==> src/rtl/fx_switch_ctrl.sv <==
`timescale 1ns / 1ps
// -----------------------------------------------------------------------------
// fx_switch_ctrl
//
// Footswitch / parameter controller for the distortion LPF/clipper stage.
// Debounces the raw pedal buttons, steps the stage gain on gain presses and
// sequences click-free on/off switching of the stage:
//   ramp mix_level down -> flip fx_en -> hold mute while the 9-tap delay line
//   refills -> ramp mix_level back up.
//
// Build option:
//   SOFT_SWITCH_EN  defined   : full ramp / flush sequencing.
//                   undefined : fx_en toggles on the first sample_tick after a
//                               footswitch press; mix_level is fixed at 255.
//
// Parameters:
//   DEBOUNCE_CYCLES  clk cycles a synchronized level must differ before it
//                    is accepted
//   RAMP_STEP        mix_level change per sample_tick while ramping (1..255)
//   FLUSH_SAMPLES    sample ticks held at mute after the enable flip (1..255)
//
// Ports:
//   clk          system clock
//   rst          asynchronous, active-high reset
//   sample_tick  one-clk pulse per audio sample
//   fsw_n        raw on/off footswitch, active-low, asynchronous
//   gain_btn_n   raw gain-step button, active-low, asynchronous
//   fx_en        effect enable to the stage
//   fx_gain      3-bit gain select to the stage
//   mix_level    output scaler, 255 = unity, 0 = mute
//   busy         high while a switch sequence is in progress
//   led          status LED, mirrors fx_en
// -----------------------------------------------------------------------------
module fx_switch_ctrl #(
  parameter int DEBOUNCE_CYCLES = 1000000,
  parameter int RAMP_STEP       = 8,
  parameter int FLUSH_SAMPLES   = 9
) (
  input  logic       clk,
  input  logic       rst,
  input  logic       sample_tick,
  input  logic       fsw_n,
  input  logic       gain_btn_n,
  output logic       fx_en,
  output logic [2:0] fx_gain,
  output logic [7:0] mix_level,
  output logic       busy,
  output logic       led
);

  localparam int DB_W = (DEBOUNCE_CYCLES < 2) ? 1 : $clog2(DEBOUNCE_CYCLES);

  // Elaboration-time range checks on the configuration.
  if (DEBOUNCE_CYCLES < 1) begin : g_bad_debounce
    $error("DEBOUNCE_CYCLES must be at least 1");
  end
  if (RAMP_STEP < 1 || RAMP_STEP > 255) begin : g_bad_ramp_step
    $error("RAMP_STEP must be in 1..255");
  end
  if (FLUSH_SAMPLES < 1 || FLUSH_SAMPLES > 255) begin : g_bad_flush
    $error("FLUSH_SAMPLES must be in 1..255");
  end

  // ---------------------------------------------------------------------------
  // Button conditioning: bit 0 = footswitch, bit 1 = gain button.
  // ---------------------------------------------------------------------------
  logic [1:0]      sync1;
  logic [1:0]      sync2;
  logic [1:0]      accepted;
  logic [1:0]      press;
  logic [DB_W-1:0] db_cnt [2];

  logic sw_press;
  logic gain_press;

  assign sw_press   = press[0];
  assign gain_press = press[1];

  // NOTE: every register here, including the two-entry counter array, is
  // reset explicitly; the array is tiny flop storage, not a RAM, so resetting
  // it costs nothing and keeps the debounce state deterministic after rst.
  always_ff @(posedge clk or posedge rst) begin
    if (rst) begin
      sync1     <= 2'b11;
      sync2     <= 2'b11;
      accepted  <= 2'b11;
      press     <= 2'b00;
      db_cnt[0] <= '0;
      db_cnt[1] <= '0;
    end else begin
      // NOTE: sequential state uses non-blocking assignments only, so every
      // flop samples the pre-edge value of its neighbours (sync2 gets the old
      // sync1, not the one written on this line).
      sync1 <= {gain_btn_n, fsw_n};
      sync2 <= sync1;
      press <= 2'b00;
      for (int i = 0; i < 2; i++) begin
        if (sync2[i] != accepted[i]) begin
          if (db_cnt[i] == DB_W'(DEBOUNCE_CYCLES - 1)) begin
            accepted[i] <= sync2[i];
            db_cnt[i]   <= '0;
            // Only an accepted 1->0 (press) produces an event.
            press[i]    <= ~sync2[i];
          end else begin
            db_cnt[i] <= db_cnt[i] + DB_W'(1);
          end
        end else begin
          db_cnt[i] <= '0;
        end
      end
    end
  end

  // ---------------------------------------------------------------------------
  // Gain path: one pending step, applied on the next sample tick.
  // A press arriving on the tick that consumes the flag re-arms it, so no
  // press is lost; presses while the flag is already set are absorbed.
  // ---------------------------------------------------------------------------
  logic gain_pend;

  always_ff @(posedge clk or posedge rst) begin
    if (rst) begin
      gain_pend <= 1'b0;
      fx_gain   <= 3'd0;
    end else begin
      if (gain_pend && sample_tick) begin
        fx_gain <= fx_gain + 3'd1;   // wraps 7 -> 0
      end
      gain_pend <= gain_press | (gain_pend & ~sample_tick);
    end
  end

  // ---------------------------------------------------------------------------
  // Switch sequencer
  // ---------------------------------------------------------------------------
  logic sw_pend;
  logic sw_take;
  logic en_d;

`ifdef SOFT_SWITCH_EN

  typedef enum logic [2:0] {
    IDLE,
    RAMP_DOWN,
    SWITCH,
    FLUSH,
    RAMP_UP
  } state_t;

  localparam logic [8:0] STEP9   = 9'(RAMP_STEP);
  localparam logic [7:0] FLUSH_N = 8'(FLUSH_SAMPLES);

  state_t     state;
  state_t     state_d;
  logic [7:0] mix_d;
  logic [7:0] flush_cnt;
  logic [7:0] flush_d;
  logic [7:0] flush_inc;
  logic [8:0] mix_dn;
  logic [8:0] mix_up;
  logic [7:0] dn_sat;
  logic [7:0] up_sat;

  // 9-bit ramp arithmetic: bit 8 flags borrow (down) or overflow (up).
  assign mix_dn    = {1'b0, mix_level} - STEP9;
  assign mix_up    = {1'b0, mix_level} + STEP9;
  assign dn_sat    = mix_dn[8] ? 8'd0   : mix_dn[7:0];
  assign up_sat    = mix_up[8] ? 8'hFF  : mix_up[7:0];
  assign flush_inc = flush_cnt + 8'd1;

  always_ff @(posedge clk or posedge rst) begin
    if (rst) begin
      state     <= IDLE;
      fx_en     <= 1'b0;
      sw_pend   <= 1'b0;
      mix_level <= 8'hFF;
      flush_cnt <= 8'd0;
    end else begin
      state     <= state_d;
      fx_en     <= en_d;
      sw_pend   <= sw_press | (sw_pend & ~sw_take);
      mix_level <= mix_d;
      flush_cnt <= flush_d;
    end
  end

  always_comb begin
    // NOTE: every output of this block gets a hold-value default first, so no
    // path through the case leaves one unassigned and no latch is inferred.
    state_d = state;
    mix_d   = mix_level;
    en_d    = fx_en;
    flush_d = flush_cnt;
    sw_take = 1'b0;
    unique case (state)
      IDLE: begin
        if (sw_pend) begin
          sw_take = 1'b1;
          state_d = RAMP_DOWN;
        end
      end
      RAMP_DOWN: begin
        if (sample_tick) begin
          mix_d = dn_sat;
          if (dn_sat == 8'd0) state_d = SWITCH;
        end
      end
      SWITCH: begin
        en_d    = ~fx_en;
        flush_d = 8'd0;
        state_d = FLUSH;
      end
      FLUSH: begin
        if (sample_tick) begin
          flush_d = flush_inc;
          if (flush_inc == FLUSH_N) state_d = RAMP_UP;
        end
      end
      RAMP_UP: begin
        if (sample_tick) begin
          mix_d = up_sat;
          if (up_sat == 8'hFF) state_d = IDLE;
        end
      end
      default: state_d = IDLE;
    endcase
  end

`else

  typedef enum logic {
    IDLE,
    WAIT_TICK
  } state_t;

  state_t state;
  state_t state_d;

  // Hard switching: no ramps, the scaler stays at unity.
  assign mix_level = 8'hFF;

  always_ff @(posedge clk or posedge rst) begin
    if (rst) begin
      state   <= IDLE;
      fx_en   <= 1'b0;
      sw_pend <= 1'b0;
    end else begin
      state   <= state_d;
      fx_en   <= en_d;
      sw_pend <= sw_press | (sw_pend & ~sw_take);
    end
  end

  always_comb begin
    state_d = state;
    en_d    = fx_en;
    sw_take = 1'b0;
    unique case (state)
      IDLE: begin
        if (sw_pend) begin
          sw_take = 1'b1;
          state_d = WAIT_TICK;
        end
      end
      WAIT_TICK: begin
        // Flip on a sample boundary so the stage never changes mid-sample.
        if (sample_tick) begin
          en_d    = ~fx_en;
          state_d = IDLE;
        end
      end
      default: state_d = IDLE;
    endcase
  end

`endif

  assign busy = (state != IDLE);
  assign led  = fx_en;

endmodule

==> config.mk <==
export PLATFORM = sky130hd
export DESIGN_NAME = fx_switch_ctrl
export DESIGN_NICKNAME = d
export VERILOG_FILES = /design/src/rtl/fx_switch_ctrl.sv
export SDC_FILE = /design/constraint.sdc
export NUM_CORES = 1
export LEC_CHECK = 0
export BUFFER_PORTS_ARGS = -buffer_cell sky130_fd_sc_hd__buf_2
export CAP_MARGIN = 20
export CORE_MARGIN = 4
export CORE_UTILIZATION = 53
export CTS_CLUSTER_DIAMETER = 80
export DETAILED_ROUTE_END_ITERATION = 16
export HOLD_SLACK_MARGIN = 0.12
export PLACE_DENSITY = 0.79
export SKIP_LAST_GASP = 1
export SLEW_MARGIN = 20
export SYNTH_ARGS = -nofsm -noshare
export SYNTH_HDL_FRONTEND = slang
export SYNTH_SLANG_ARGS = --single-unit
export TNS_END_PERCENT = 30
==> constraint.sdc <==
create_clock -name clk -period 2.5 [get_ports clk]
set_input_delay 0.125 -clock clk [delete_from_list [all_inputs] [get_ports clk]]
set_output_delay 0.125 -clock clk [all_outputs]
set_load 0.03 [all_outputs]
==> flow_metrics.py, run 1 <==
metrics = {
    "yosys": {
        "synth-async-reset-ratio": 1.00,
        "yosysUniqueCellTypes": 39,
        "ys.flop_type": "dfrtp_1",
        "synth_area_mm2": 0.00262,
        "synth_warnings": 0,
        "synth.yosys.seq_area_share": 0.528,
        "synth-seq-cells": 55,
        "syn-mean-instance-area_um2": 10.2,
        "synth_cells": 257,
        "synth_enable_flop_cells": 0,
    },
    "floorplan": {
        "die_y_um": 78.3,
        "chipWidth_um": 78.3,
        "placement_rows": 25,
        "start_util": 0.551,
        "ioPinCount": 19,
        "design.core.area_mm2": 0.00475,
        "floorplan.die_area_mm2": 0.00613,
    },
    "critical_path": {
        "timing.reg2reg.setup_slack_ns": 0.35,
        "crit_path_max_incr_delay_ns": 0.64,
        "cp_cell_sequence": "ha_1 > nand2_1 > or4_1 > or4_1 > a21oi_1",
        "crit_path_start": "db_cnt[20]",
        "critPathMostFrequentCell": "or4_1",
        "reg2reg_from": "db_cnt[20]",
        "timing.reg2reg.worst_path_depth": 5,
        "critPathKind": "flop to flop",
        "cp_slowest_cell": "or4_1",
        "worstPathMaxFanout": 7,
        "timing.critical_path.max_delay_family": "simple AND/OR/NAND/NOR gates",
        "cp-end-kind": "flop",
        "cp.arrival_ns": 2.37,
        "required_ns": 2.72,
        "startpoint_type": "flop",
        "worst-path-stages": 5,
        "path_buf_inv": 0,
        "crit-reg2reg-capture": "db_cnt[38]",
    },
    "finish": {
        "seqCellArea_mm2": 0.00138,
        "num_antenna_cells": 0,
        "most-common-layout-cells": "dfrtp_1 (49), nor2_1 (26), nand3_1 (17)",
        "syn2layout_area_growth_pct": 8.11,
        "finalNetCount": 277,
        "multi_input_area_mm2": 0.00111,
        "n_fill_cell": 413,
        "layout_commonest_cell": "dfrtp_1",
        "final_layout_size_suffix_gt1_frac": 0.137,
    },
    "min_path": {
        "hold_end": "sync2[0]",
        "worst_hold_check_path_type": "flop to flop",
        "worstHoldStart": "sync1[0]",
        "worst_hold_path.num_cells": 0,
    },
    "sta": {
        "drv_slew": 0,
        "max_clock_freq_mhz": 466,
        "smallest_hold_slack_ns": 0.360,
        "slew-limit-headroom": 0.566,
        "max_slew.worst_pin.slew_ns": 0.651,
        "clock_period_minus_worst_slack_ns": 2.15,
        "unrepaired_setup_endpoints_after_global_routing": "no",
        "final-setup-viol-count": 0,
        "setup-tns-final_ns": 0,
        "finalCritPeriodShare": 0.859,
        "fin_skew_ns": 0.00944,
        "report.final.hold_viol_count": 0,
    },
    "global_routing": {
        "grt_pass1_wl_um": 7500,
        "groute.usage.overall": 0.152,
        "grt_max_degree": 56,
        "grt_antenna_before_repair": 0,
        "grt_overflow": 0,
        "grt_pass1_vias": 1801,
    },
    "routing": {
        "drt_iter0_drc": 122,
        "drc": 0,
        "route.vias.total": 1784,
        "detailedRoute.firstPassIterationCount": 4,
        "drt-total-wl_um": 4140,
        "ant_nets": 0,
        "drt-vias-per-instance": 5.29,
        "post_drt_wl_per_cell_um": 12.3,
    },
    "clock_tree": {
        "postCtsSetupRepairBufs": 0,
        "clk_path_buf_depth": 2,
        "clkSinkCount": 55,
        "tritoncts.num_buffers": 5,
        "clock_latency_ns": 0.30,
        "worst_setup_hold_path_clk_slew_ns": 0.09,
        "tritoncts": "done",
        "htree_num_levels": 2,
        "cts.root.buffer_cell": "clkbuf_8",
    },
    "run_status": {
        "status": "finished, final reports clean",
    },
    "place": {
        "port_buffers": 10,
        "weighted_congestion_reported_at_the_end_of_routability_driven_placement": 0.776,
        "place_hpwl_um": 2800,
    },
    "run": {
        "cap_viol_max_count": 0,
    },
    "power": {
        "cellLeakagePower_nw": 1.17,
        "power_per_cell_area_mw_per_mm2": 547,
        "irDropWorstVdd_mv": 0.217,
    },
}
-- cells by family after synthesis --
group           Yosys count  share of synthesized area
compound gates           36                     0.0802
simple gates            103                      0.217
mux                       4                     0.0172
flops                    55                      0.528
fa+ha+maj                 3                     0.0143
other cells               1                    0.00143
buf+inv                  30                     0.0587
xor+xnor                 25                     0.0835
-- stage by stage --
stage / setup slack [ns] / total power, mW / instances / utilization / instance area, um2
after floorplan: 0.520 / 0.992 / 264 / - / 2650
after global placement: 0.430 / 0.998 / 325 / 0.565 / 2690
after detailed placement: 0.377 / 0.999 / 325 / 0.565 / 2690
after CTS: 0.368 / 1.57 / 337 / 0.596 / 2830
after global routing: 0.241 / 1.62 / 337 / 0.596 / 2830
final: 0.352 / 1.55 / 337 / 0.596 / 2830
-- final cells by class --
class,instances,area share
flip-flops and latches,55,0.488
repair buffers,16,0.0371
well taps,67,0.0296
clock inverters,1,0.0106
multi-input cells,179,0.392
clock buffers,7,0.0269
inverters,12,0.0159
-- registers in the layout, indices dropped and copies added (netlist names) --
| signal | count |
|---|---|
| press | 2 |
| sw_pend | 1 |
| sync2 | 2 |
| accepted | 2 |
| sync1 | 2 |
| busy | 1 |
| fx_gain | 3 |
| fx_en | 1 |
| db_cnt | 40 |
| gain_pend | 1 |
-- worst max path at each step --
stage,endpoint
floorplan,db_cnt[38]
global placement,db_cnt[18]
detailed placement,db_cnt[18]
CTS,db_cnt[18]
global route,db_cnt[38]
finish,db_cnt[38]
-- synthesized netlist by cell type, types with 2 or more instances --
cell	count	area, um2
nor4_1	3	18.8
dfrtp_1	49	1230
xnor2_1	16	140
ha_1	3	37.5
o21ai_0	9	45.0
dfstp_2	6	158
xor2_1	9	78.8
or4b_1	2	20.0
nor3_1	5	25.0
a21o_1	2	15.0
mux2_2	4	45.0
nor2_1	26	97.6
inv_1	12	45.0
nand2_1	14	52.6
nand3_1	17	85.1
buf_2	6	30.0
nor4b_1	2	17.5
clkbuf_1	3	11.3
or3_1	8	50.1
o31ai_1	7	52.6
or2_2	2	12.5
a21oi_1	15	75.1
or4_1	11	82.6
nand4_1	3	18.8
buf_4	9	67.6
-- layer usage --
metal,GRT usage,vias to the layer above,routed length (um)
met4,0.0629,0,63
met1,0.192,848,1970
met3,0.0310,5,141
li1,-,905,-
met2,0.253,26,1970
met5,0,-,0
-- report_power, final --
part | internal, mW | switching, mW | total (mW)
clock | 0.300 | 0.267 | 0.567
sequential | 0.903 | 0.0118 | 0.915
combinational | 0.0183 | 0.0518 | 0.0701
-- timing repair --
| action | CTS | global route |
|---|---|---|
| hold endpoints to repair | 53 | 0 |
| resized for setup | 0 | 0 |
| hold buffers | 4 | 0 |
Power figures use the tool's default switching activity.
==> run 2, diff against run 1 <==
- CORE_UTILIZATION: 53 -> 30
- PLACE_DENSITY: 0.79 -> 0.53
==> run 2 against run 1 <==
Global-route usage down 5.7 points. Final cell count up 11%. First-iteration DRC count decreased by 55%. Clock skew fell by 0.0040 ns. Die area is 68% higher. Power fell by 6.7%. Wire length is 5.3% higher. Count of clock-buffer cells in the layout unchanged. Hold slack got worse by 0.054 ns. Worst setup slack got worse by 0.034 ns. Critical path type unchanged. Largest power group unchanged.
==> flow_metrics.py, run 2 (synthesis gave the netlist of run 1 again) <==
metrics = {
    "run_status": {
        "status": "finished, final reports clean",
    },
    "sta": {
        "unrepaired_setup_endpoints_after_global_routing": "no",
        "final-setup-viol-count": 0,
        "setup-tns-final_ns": 0,
        "fin_skew_ns": 0.00540,
        "smallest_hold_slack_ns": 0.306,
        "clock_period_minus_worst_slack_ns": 2.18,
        "finalCritPeriodShare": 0.873,
        "drv_slew": 0,
        "max_clock_freq_mhz": 458,
        "report.final.hold_viol_count": 0,
    },
    "place": {
        "placement.cell_area_mm2": 0.00274,
        "port_buffers": 10,
        "place_hpwl_um": 3050,
        "weighted_congestion_reported_at_the_end_of_routability_driven_placement": 0.733,
    },
    "critical_path": {
        "required_ns": 2.73,
        "critPathKind": "flop to flop",
        "worstPathMaxFanout": 7,
        "reg2reg_from": "db_cnt[20]",
        "cp-end-kind": "flop",
        "timing.reg2reg.worst_path_depth": 5,
        "cp.arrival_ns": 2.41,
        "startpoint_type": "flop",
        "crit_path_start": "db_cnt[20]",
        "setup.worst_path.end": "db_cnt[38]",
        "cp_cell_sequence": "ha_1 > nand2_1 > or4_1 > or4_1 > a21oi_1",
        "crit_path_max_incr_delay_ns": 0.65,
        "timing.critical_path.max_delay_family": "simple AND/OR/NAND/NOR gates",
        "worst-path-stages": 5,
        "timing.reg2reg.setup_slack_ns": 0.32,
        "path_buf_inv": 0,
        "cp_slowest_cell": "or4_1",
        "crit-reg2reg-capture": "db_cnt[38]",
        "critPathMostFrequentCell": "or4_1",
    },
    "floorplan": {
        "die_y_um": 101,
        "design.core.area_mm2": 0.00834,
        "start_util": 0.314,
        "chipWidth_um": 101,
        "placement_rows": 33,
        "ioPinCount": 19,
        "floorplan.die_area_mm2": 0.0103,
    },
    "global_routing": {
        "groute.usage.overall": 0.0941,
        "grt_pass1_wl_um": 7720,
        "grt_max_degree": 24,
        "grt_pass1_vias": 1705,
        "grt_antenna_before_repair": 0,
        "grt_overflow": 0,
    },
    "finish": {
        "syn2layout_area_growth_pct": 9.07,
        "seqCellArea_mm2": 0.00138,
        "layout.cell_area.non_filler_mm2": 0.00286,
        "regMostFlops": "db_cnt",
        "n_fill_cell": 871,
        "multi_input_area_mm2": 0.00111,
        "final_layout_size_suffix_gt1_frac": 0.137,
        "number_of_flip_flops_under_the_largest_register_name": 40,
        "most-common-layout-cells": "dfrtp_1 (49), nor2_1 (26), nand3_1 (17)",
        "layout_commonest_cell": "dfrtp_1",
        "biggestRegsByFlops": "db_cnt: 40 flops, fx_gain: 3 flops",
        "num_antenna_cells": 0,
        "finalNetCount": 278,
    },
    "routing": {
        "drt-total-wl_um": 4360,
        "post_drt_wl_per_cell_um": 11.6,
        "drt-vias-per-instance": 4.73,
        "drc": 0,
        "ant_nets": 0,
        "detailedRoute.firstPassIterationCount": 4,
        "drt_iter0_drc": 55,
        "route.vias.total": 1773,
    },
    "clock_tree": {
        "postCtsSetupRepairBufs": 0,
        "tritoncts.num_buffers": 5,
        "clk_path_buf_depth": 2,
        "htree_num_levels": 2,
        "tritoncts": "done",
        "clkSinkCount": 55,
        "cts.root.buffer_cell": "clkbuf_8",
        "worst_setup_hold_path_clk_slew_ns": 0.09,
        "clock_latency_ns": 0.31,
    },
    "power": {
        "cellLeakagePower_nw": 1.16,
        "power_per_cell_area_mw_per_mm2": 506,
        "irDropWorstVdd_mv": 0.180,
    },
    "run": {
        "cap_viol_max_count": 0,
    },
    "min_path": {
        "worst_hold_check_path_type": "input port to asynchronous set/reset pin",
    },
}
-- run 2: where the power goes --
group	internal (mW)	total, mW	switching (mW)
Sequential	0.903	0.914	0.0116
Combinational	0.0191	0.0734	0.0542
Clock	0.194	0.460	0.266
-- run 2: how the worst min path moves through the flow --
stage,from,to,slack [ns],depth (start not counted)
2_1_floorplan,fsw_n,sync1[0],0.13,0
3_3_place_gp,rst,db_cnt[20],0.1,2
5_1_grt,rst,db_cnt[32],0.33,3
6_report,rst,db_cnt[32],0.31,3
4_1_cts,rst,db_cnt[32],0.30,3
3_5_place_dp,rst,db_cnt[20],0.1,2
-- run 2: timing repair --
action / 4_1_cts / 5_1_grt
hold buffers: 4 / 0
endpoints found under the hold margin: 16 / 0
resized for setup: 0 / 0
-- run 2: cell type report --
cell class / count / area share
Clock buffer: 7 / 0.0267
Inverter: 12 / 0.0158
Multi-Input combinational cell: 179 / 0.388
Sequential cell: 55 / 0.484
Tap cell: 105 / 0.0460
Timing Repair Buffer: 17 / 0.0394
-- run 2: stage by stage --
step | total power, mW | setup WS (ns) | std cells | utilization
3_5_place_dp | 1.00 | 0.308 | 364 | 0.329
2_1_floorplan | 0.992 | 0.520 | 264 | -
4_1_cts | 1.48 | 0.296 | 375 | 0.343
5_1_grt | 1.53 | 0.202 | 375 | 0.343
3_3_place_gp | 1.00 | 0.376 | 364 | 0.329
6_report | 1.45 | 0.318 | 375 | 0.343
-- run 2: metal layers --
| metal | routed length, um | vias to the layer above | GRT usage |
|---|---|---|---|
| li1 | - | 898 | - |
| met1 | 2250 | 836 | 0.127 |
| met5 | 0 | - | 0 |
| met3 | 186 | 8 | 0.0255 |
| met2 | 1850 | 31 | 0.142 |
| met4 | 78 | 0 | 0.0399 |
-- run 2: worst reg2reg max path: stages (launching register included) --
cell	delay, ns
dfrtp_1	0.42
ha_1	0.23
nand2_1	0.13
or4_1	0.66
or4_1	0.51
a21oi_1	0.17
==> run 3, diff against run 2 <==
- ABC_AREA: unset -> 1
==> run 3 against run 2 <==
Combinational power up 26%. Maximum frequency up 43%. Die area up 11%. Largest power group unchanged.
==> flow_metrics.py, run 3 <==
metrics = {
    "finish": {
        "most-common-layout-cells": "nor2_1 (85), nand2_1 (62), dfrtp_1 (49)",
        "syn2layout_area_growth_pct": 11.1,
        "n_fill_cell": 992,
        "biggestRegsByFlops": "db_cnt: 40 flops, fx_gain: 3 flops",
        "final_layout_size_suffix_gt1_frac": 0.132,
        "layout_commonest_cell": "nor2_1",
        "regMostFlops": "db_cnt",
        "multi_input_area_mm2": 0.00135,
        "number_of_flip_flops_under_the_largest_register_name": 40,
        "finalNetCount": 386,
        "seqCellArea_mm2": 0.00138,
        "num_antenna_cells": 0,
    },
    "place": {
        "port_buffers": 10,
        "weighted_congestion_reported_at_the_end_of_routability_driven_placement": 0.861,
        "pre_cts_worst_setup_slack_ns": 0.989,
        "place_hpwl_um": 4420,
    },
    "clock_tree": {
        "tritoncts.num_buffers": 5,
        "clk_path_buf_depth": 2,
        "clkSinkCount": 55,
        "htree_num_levels": 2,
        "tritoncts": "done",
        "clock_latency_ns": 0.31,
        "worst_setup_hold_path_clk_slew_ns": 0.10,
        "cts.root.buffer_cell": "clkbuf_8",
        "post_cts_resize_count": 0,
    },
    "routing": {
        "post_drt_wl_per_cell_um": 11.4,
        "route.vias.total": 2236,
        "ant_nets": 0,
        "drt-vias-per-instance": 4.40,
        "drc": 0,
        "detailedRoute.firstPassIterationCount": 4,
        "drt-total-wl_um": 5790,
        "drt_iter0_drc": 61,
    },
    "yosys": {
        "synth.area.top_cells": "dfrtp_1 (42%), nor2_1 (11%), nand2_1 (8.0%), dfstp_2 (5.4%), nand3_1 (5.0%)",
        "synth_area_mm2": 0.00292,
        "synth_enable_flop_cells": 0,
        "synth_cells": 358,
        "synth_commonest_cells": "nor2_1 (85), nand2_1 (62), dfrtp_1 (49), inv_1 (38), nand3_1 (29)",
        "ys.flop_type": "dfrtp_1",
        "yosysUniqueCellTypes": 29,
        "netlist.area_leader.share": 0.420,
        "synth.yosys.seq_area_share": 0.474,
        "synth_warnings": 0,
        "yosys.area.top_type": "dfrtp_1",
        "syn-mean-instance-area_um2": 8.16,
        "synth-seq-cells": 55,
        "synthMostInstantiatedCell": "nor2_1",
        "synth-async-reset-ratio": 1.00,
    },
    "global_routing": {
        "grt_pass1_wl_um": 9830,
        "grt_max_degree": 21,
        "grt_pass1_vias": 2104,
        "grt_overflow": 0,
        "groute.usage.overall": 0.106,
        "grt_antenna_before_repair": 0,
    },
    "power": {
        "irDropWorstVdd_mv": 0.202,
        "cellLeakagePower_nw": 1.41,
        "power_per_cell_area_mw_per_mm2": 481,
    },
    "floorplan": {
        "ioPinCount": 19,
        "design.core.area_mm2": 0.00937,
        "chipWidth_um": 107,
        "placement_rows": 35,
        "die_y_um": 107,
        "start_util": 0.312,
        "floorplan.die_area_mm2": 0.0114,
    },
    "sta": {
        "unrepaired_setup_endpoints_after_global_routing": "no",
        "layout_setup_ws_ns": 0.975,
        "fin_skew_ns": 0.00653,
        "report.final.hold_viol_count": 0,
        "setup-tns-final_ns": 0,
        "finalCritPeriodShare": 0.610,
        "final-setup-viol-count": 0,
        "max_clock_freq_mhz": 656,
        "drv_slew": 0,
        "clock_period_minus_worst_slack_ns": 1.53,
    },
    "critical_path": {
        "critPathMostFrequentCell": "nand3_2",
        "cp_cell_sequence": "ha_1 > nand3_2 > nor2_2 > nand3_2 > nand2_1 > nor2_1",
        "cp-end-kind": "flop",
        "crit_path_max_incr_delay_ns": 0.39,
        "worstPathMaxFanout": 7,
        "path_buf_inv": 0,
        "critPathKind": "flop to flop",
        "cp.arrival_ns": 1.73,
        "cp_slowest_cell": "dfrtp_1",
        "timing.critical_path.max_delay_family": "simple AND/OR/NAND/NOR gates",
        "required_ns": 2.71,
        "startpoint_type": "flop",
    },
    "run": {
        "cap_viol_max_count": 0,
    },
    "min_path": {
        "worst_hold_check_path_type": "input port to asynchronous set/reset pin",
    },
    "run_status": {
        "status": "finished, final reports clean",
    },
}
## run 3: cell count changes in the layout (fill, tap and decap cells not counted), moves of 10 or more
cell and change:
nand3_1 +12, nand2_1 +48, or4_1 -11, nor2_1 +59, a21oi_1 -10, inv_1 +26
## run 3: path summary, 6_finish.rpt
path / from / end / slack [ns] / cells past startpoint
max reg2reg: db_cnt[20] / db_cnt[38] / 0.97 / 6
max: db_cnt[20] / db_cnt[38] / 0.97 / 6
max in group asynchronous: rst / sync1[0] / 1.53 / 4
min in group clk: sync1[0] / sync2[0] / 0.36 / 0
min reg2reg: sync1[0] / sync2[0] / 0.36 / 0
min: rst / db_cnt[9] / 0.34 / 3
## run 3: power by group
part | leakage (nW) | switching (mW) | internal [mW]
registers | 0.741 | 0.0117 | 0.906
logic | 0.619 | 0.0672 | 0.0253
clock network | 0.0505 | 0.298 | 0.253
## run 3: cell type report
class | count | share of cell area
tap | 129 | 0.0497
clock inverter | 1 | 0.00231
sequential | 55 | 0.426
inverter | 38 | 0.0439
multi-input combinational | 262 | 0.416
clock buffer | 7 | 0.0297
timing repair buffer | 16 | 0.0324
## run 3: through the flow
step                      hold slack [ns]  utilization  cell area, um2  power [mW]  instances
after floorplan                     0.129            -            2950        1.01        365
after global placement              0.131        0.331            3100        1.02        496
after detailed placement            0.134        0.331            3100        1.02        496
after CTS                           0.331        0.346            3250        1.59        508
after global routing                0.371        0.346            3250        1.63        508
final                               0.337        0.346            3250        1.56        508
## run 3: cell families (layout without fill, tap and decap cells)
family                     Yosys count  count (layout)  synth area share
adders and majority gates            3               3            0.0128
DFF                                 55              55             0.474
buffers and inverters               48              62            0.0732
xor gates and xnor gates            26              26            0.0805
AOI/OAI and AO/OA                   13              13            0.0257
and+or+nand+nor                    212             212             0.333
other                                1               8           0.00128
## run 3: tightest hold or removal path, cell delays in order
cell	delay, ns
dlygate4sd3_1	0.53
buf_2	0.13
inv_2	0.29
## run 3: metal layers
metal	part of all wire	vias up	GRT usage
met5	0	-	0
met4	0.0028	0	0.0292
met3	0.029	4	0.0253
met2	0.47	21	0.166
met1	0.50	1071	0.145
li1	-	1140	-
## run 3: timing repair
item                       CTS  global route
setup endpoints to repair    0             0
buffers inserted             0             0
hold buffers                 4             0
hold endpoints to repair    21             0
